$ cat config.mk
export PLATFORM = sky130hd
export DESIGN_NAME = ksa
export DESIGN_NICKNAME = d
export VERILOG_FILES = /design/src/rtl/arc4_pkg.sv /design/src/rtl/ksa.sv
export SDC_FILE = /design/constraint.sdc
export NUM_CORES = 1
export LEC_CHECK = 0
export ABC_AREA = 1
export BUFFER_PORTS_ARGS = -buffer_cell sky130_fd_sc_hd__buf_2
export CELL_PAD_IN_SITES_DETAIL_PLACEMENT = 2
export CELL_PAD_IN_SITES_GLOBAL_PLACEMENT = 2
export CORE_UTILIZATION = 35
export CTS_BUF_LIST = sky130_fd_sc_hd__clkbuf_8
export CTS_CLUSTER_DIAMETER = 150
export DETAILED_ROUTE_END_ITERATION = 7
export HOLD_SLACK_MARGIN = 0.12
export PLACE_DENSITY_LB_ADDON = 0.1
export SKIP_LAST_GASP = 1
export SLEW_MARGIN = 0
export SYNTH_ARGS = -nofsm -noshare
export SYNTH_HDL_FRONTEND = slang
export SYNTH_SLANG_ARGS = --single-unit
$ cat constraint.sdc
create_clock -name clk -period 7.65 [get_ports clk]
set_input_delay 1.53 -clock clk [delete_from_list [all_inputs] [get_ports clk]]
set_output_delay 1.53 -clock clk [all_outputs]
set_load 0.01 [all_outputs]
$ cat src/rtl/arc4_pkg.sv
// Shared ARC4 datapath definitions.
//
// Constants used by the S-memory initialiser, the key-scheduling stage (ksa)
// and the PRGA, plus the ksa state encoding and its register bundle. Keeping
// every ksa register in one struct makes the complete block state visible
// as a single signal.
package arc4_pkg;

    localparam int S_DEPTH   = 256;
    localparam int KEY_BYTES = 3;
    localparam int KEY_W     = 24;
    localparam int ADDR_W    = 8;
    localparam int DATA_W    = 8;

    typedef enum logic [2:0] {
        IDLE   = 3'd0,
        RD_I   = 3'd1,
        CALC_J = 3'd2,
        RD_J   = 3'd3,
        WAIT_J = 3'd4,
        WR_I   = 3'd5,
        WR_J   = 3'd6
    } ksa_state_t;

    // Full architectural state of the ksa block.
    typedef struct packed {
        ksa_state_t        state;
        logic [ADDR_W-1:0] i;
        logic [ADDR_W-1:0] j;
        logic [DATA_W-1:0] si;
        logic [DATA_W-1:0] sj;
        logic [1:0]        kidx;
        logic [KEY_W-1:0]  key;
    } ksa_regs_t;

    localparam ksa_regs_t KSA_RESET = '{
        state: IDLE,
        i:     '0,
        j:     '0,
        si:    '0,
        sj:    '0,
        kidx:  '0,
        key:   '0
    };

    // Key byte 0 is the most significant byte of the key bus.
    function automatic logic [DATA_W-1:0] key_byte(input logic [KEY_W-1:0] k,
                                                   input logic [1:0]       idx);
        logic [DATA_W-1:0] b;
        case (idx)
            2'd0:    b = k[23:16];
            2'd1:    b = k[15:8];
            default: b = k[7:0];
        endcase
        return b;
    endfunction

endpackage

$ cat src/rtl/ksa.sv
// ARC4 key-scheduling stage.
//
// Runs j = j + S[i] + key[i mod 3]; swap(S[i], S[j]) for i = 0..255 in place
// over the 256-byte S memory through a single-port RAM with 1-cycle read
// latency. Each index costs 6 cycles (RD_I, CALC_J, RD_J, WAIT_J, WR_I, WR_J),
// so a run keeps rdy low for 1536 cycles.
//
// Ports:
//   clk     in   clock, rising edge
//   rst     in   synchronous active-high reset
//   en      in   start request
//   rdy     out  idle, able to accept en
//   key     in   24-bit key, key[23:16] = key byte 0
//   addr    out  S-memory address
//   rddata  in   S-memory read data (valid the cycle after addr, wren=0)
//   wrdata  out  S-memory write data
//   wren    out  S-memory write enable (write at end of cycle)
//
// Handshake: rdy=1 only in IDLE. A rising edge with rdy=1 and en=1 is an
// accept: key is captured and the run starts. en is ignored while rdy=0
// (not queued); the same rdy/en pair signals completion to the next stage.
module ksa
    import arc4_pkg::*;
(
    input  logic              clk,
    input  logic              rst,
    input  logic              en,
    output logic              rdy,
    input  logic [KEY_W-1:0]  key,
    output logic [ADDR_W-1:0] addr,
    input  logic [DATA_W-1:0] rddata,
    output logic [DATA_W-1:0] wrdata,
    output logic              wren
);

    ksa_regs_t r;
    ksa_regs_t r_nxt;

    always_ff @(posedge clk) begin
        if (rst) begin
            r <= KSA_RESET;
        end else begin
            r <= r_nxt;
        end
    end

    always_comb begin
        r_nxt = r;
        case (r.state)
            IDLE: begin
                if (en) begin
                    r_nxt.key   = key;
                    r_nxt.i     = '0;
                    r_nxt.j     = '0;
                    r_nxt.kidx  = '0;
                    r_nxt.state = RD_I;
                end
            end
            RD_I: r_nxt.state = CALC_J;
            CALC_J: begin
                r_nxt.si    = rddata;
                // 8-bit sum: carries out of bit 7 are the mod-256 wrap.
                r_nxt.j     = r.j + rddata + key_byte(r.key, r.kidx);
                r_nxt.state = RD_J;
            end
            RD_J: r_nxt.state = WAIT_J;
            WAIT_J: begin
                r_nxt.sj    = rddata;
                r_nxt.state = WR_I;
            end
            WR_I: r_nxt.state = WR_J;
            WR_J: begin
                // Terminate on the compare so i never wraps past 255.
                if (r.i == ADDR_W'(S_DEPTH - 1)) begin
                    r_nxt.state = IDLE;
                end else begin
                    r_nxt.i     = r.i + 1'b1;
                    r_nxt.kidx  = (r.kidx == 2'(KEY_BYTES - 1)) ? 2'd0 : r.kidx + 2'd1;
                    r_nxt.state = RD_I;
                end
            end
            default: r_nxt.state = IDLE;
        endcase
    end

    // Outputs depend only on registered state. When i == j the WR_J write
    // lands on the same address after WR_I and stores si, leaving the
    // location unchanged.
    always_comb begin
        rdy    = 1'b0;
        addr   = '0;
        wrdata = '0;
        wren   = 1'b0;
        case (r.state)
            IDLE:   rdy  = 1'b1;
            RD_I,
            CALC_J: addr = r.i;
            RD_J,
            WAIT_J: addr = r.j;
            WR_I: begin
                addr   = r.i;
                wrdata = r.sj;
                wren   = 1'b1;
            end
            WR_J: begin
                addr   = r.j;
                wrdata = r.si;
                wren   = 1'b1;
            end
            default: ;
        endcase
    end

endmodule
==> results_dict.tcl <==
set metrics [dict create \
    cts_made_buffers 9 \
    fin_cells 586 \
    grt_usage_pct 23.3 \
    clk_path_buf_depth 2 \
    wl_per_cell_um 16.8 \
    cp.arrival_ps 2190 \
    slew_headroom_pct 19.8 \
    grt_first_pass_wirelength_mm 16.1 \
    die_y_um 96.0 \
    ys_seq_elements 61 \
    core_mm2 0.00838 \
    drt_iter0_drc 70 \
    postCtsHoldBufs 0 \
    num_vias 3007 \
    die-area_mm2 0.00922 \
    ant_nets 0 \
    cts_resized 0 \
    clk_latency_ps 340 \
    cap_violations 0 \
    grt_pass1_vias 3174 \
    antenna_found_initial 0 \
    largest_reg_flops 61 \
    fin_area_mm2 0.00359 \
    min_period_ps 3720 \
    syn_area_per_cell_um2 7.23 \
    finalClockSkew_ps 8.45 \
    dr.pass1.iters 4 \
    p_leak_uw 0.00152 \
    reg.largest.list "r (61)" \
    critPathKind "flip-flop to primary output" \
    max_freq_ghz 0.269 \
    required_ps 6120 \
    grt_max_degree 42 \
    post_cts_buffers 0 \
    hp-class "flip-flop to flip-flop" \
    place.port_buffers 52 \
    htree_num_levels 3 \
    nets 526 \
    n_antenna_cell 0 \
    syn_to_final_growth_pct 16.2 \
    clkTransAtPathRegs_ps 70 \
    rsz0062_at_grt "no" \
    drt_wl_total_mm 9.83 \
    largest_register "r" \
    initial_core_util_pct 36.9 \
    layout-drive-gt1-share_pct 17.0 \
    drc 0 \
    hpwlAfterDp_mm 7.01 \
    die_w_um 96.0 \
    outcome "finished, final reports clean" \
    setup_viol 0 \
    cts_root_buf "clkbuf_8" \
    power_density_mw_per_mm2 229 \
    syn_inst 428 \
    tns_ps 0 \
    ys_seq_area_share_pct 39.5 \
    synthesis.nets 478 \
    timing.hold.ws_ps 455 \
    cts_tree "built" \
    row_count 33 \
    netlist_area_mm2 0.00309 \
    grt_remaining_overflow 0 \
    startpoint_type "flip-flop" \
    gp_congestion 0.817 \
    placedCellCount 570 \
    yosys_warnings 0 \
    placed_area_mm2 0.00342 \
    p_total_uw 824 \
    drv_slew 0 \
    hold_violations 0 \
    path_max_fanout 14 \
    ir_drop_mv 0.0872 \
    worstMarginPinSlew_ps 1200 \
    ys_types 31 \
    end_kind "primary output" \
    ios 53 \
    cts.sinks 61 \
    min_period_over_period_pct 48.6 \
    avgViaCountPerCell 5.13 \
]
-- critical path, stage by stage (launching register included) --
cell and delay (ps):
dfxtp_1 420, nand2_1 90, nor2_1 900, nand2_1 100, o21ai_0 150, buf_2 180
-- worst paths after layout --
check	slack (ps)	to	cells after the start	start
worst max register to register	4460	r[49]	12	r[25]
worst min register to register	460	r[31]	2	r[31]
worst min-delay path	460	r[31]	2	r[31]
worst max-delay path	3930	wrdata[4]	5	r[59]
-- layer usage --
metal | track usage (%) | routed length [µm] | vias to the layer above
met3 | 3.16 | 213 | 8
met4 | 7.09 | 107 | 0
met2 | 40.4 | 4770 | 43
li1 | - | - | 1501
met1 | 29.9 | 4740 | 1455
met5 | 0 | 0 | -
-- cell usage after synthesis, drive strengths merged --
master  number  area, µm²
nand3       22        110
o21bai       1       7.51
buf         10       52.6
nor3         6       30.0
dfxtp       61       1220
clkbuf       6       22.5
nor2        26        110
o221ai       7       61.3
o22ai        3       18.8
xnor2        1       8.76
o311ai       1       8.76
fa           8        160
o21ai       46        230
nand3b       2       15.0
and3         1       6.26
or2          3       18.8
inv         58        218
nand2       96        375
ha           7       87.6
a21o         1       7.51
a21oi       55        279
nand4        7       43.8
-- kinds of logic after synthesis --
| kind of cell | after synthesis | share of synthesized area [%] |
|---|---|---|
| XOR/XNOR | 1 | 0.283 |
| adder cells (fa/ha/maj) | 15 | 8.01 |
| flip-flops | 61 | 39.5 |
| AND/OR/NAND/NOR | 163 | 22.9 |
| AO/OA/AOI/OAI | 114 | 19.8 |
| buffers and inverters | 74 | 9.47 |
-- metrics by stage --
step / setup WS, ps / utilization (%)
finish: 3930 / 42.9
global route: 3750 / 42.9
CTS: 3940 / 42.9
detailed placement: 4050 / 40.8
global placement: 4160 / 40.8
floorplan: 4400 / -
-- cells in the final DEF (no fill, tap or decap), drive strengths merged, types with 8 or more instances in the layout --
cell type / netlist / routed
inv: 58 / 58
fa: 8 / 8
clkbuf: 6 / 10
dfxtp: 61 / 61
o21ai: 46 / 46
nand3: 22 / 22
buf: 10 / 53
a21oi: 55 / 55
nor2: 26 / 26
nand2: 96 / 96
-- cell type report --
| type | instances | area [µm²] |
|---|---|---|
| clock buffer | 10 | 138 |
| tap | 105 | 131 |
| multi-input combinational | 293 | 1580 |
| inverter | 58 | 218 |
| clock inverter | 6 | 38.8 |
| timing repair buffer | 53 | 268 |
| fill | 1017 | 4790 |
| sequential | 61 | 1220 |
-- where the power goes --
part / internal [µW] / switching (µW) / leakage [µW]
registers: 346 / 17.1 / 0.000498
logic: 67.5 / 127 / 0.000936
clock network: 125 / 141 / 0.0000880
total: 539 / 285 / 0.00152
Power figures use the tool's default switching activity.
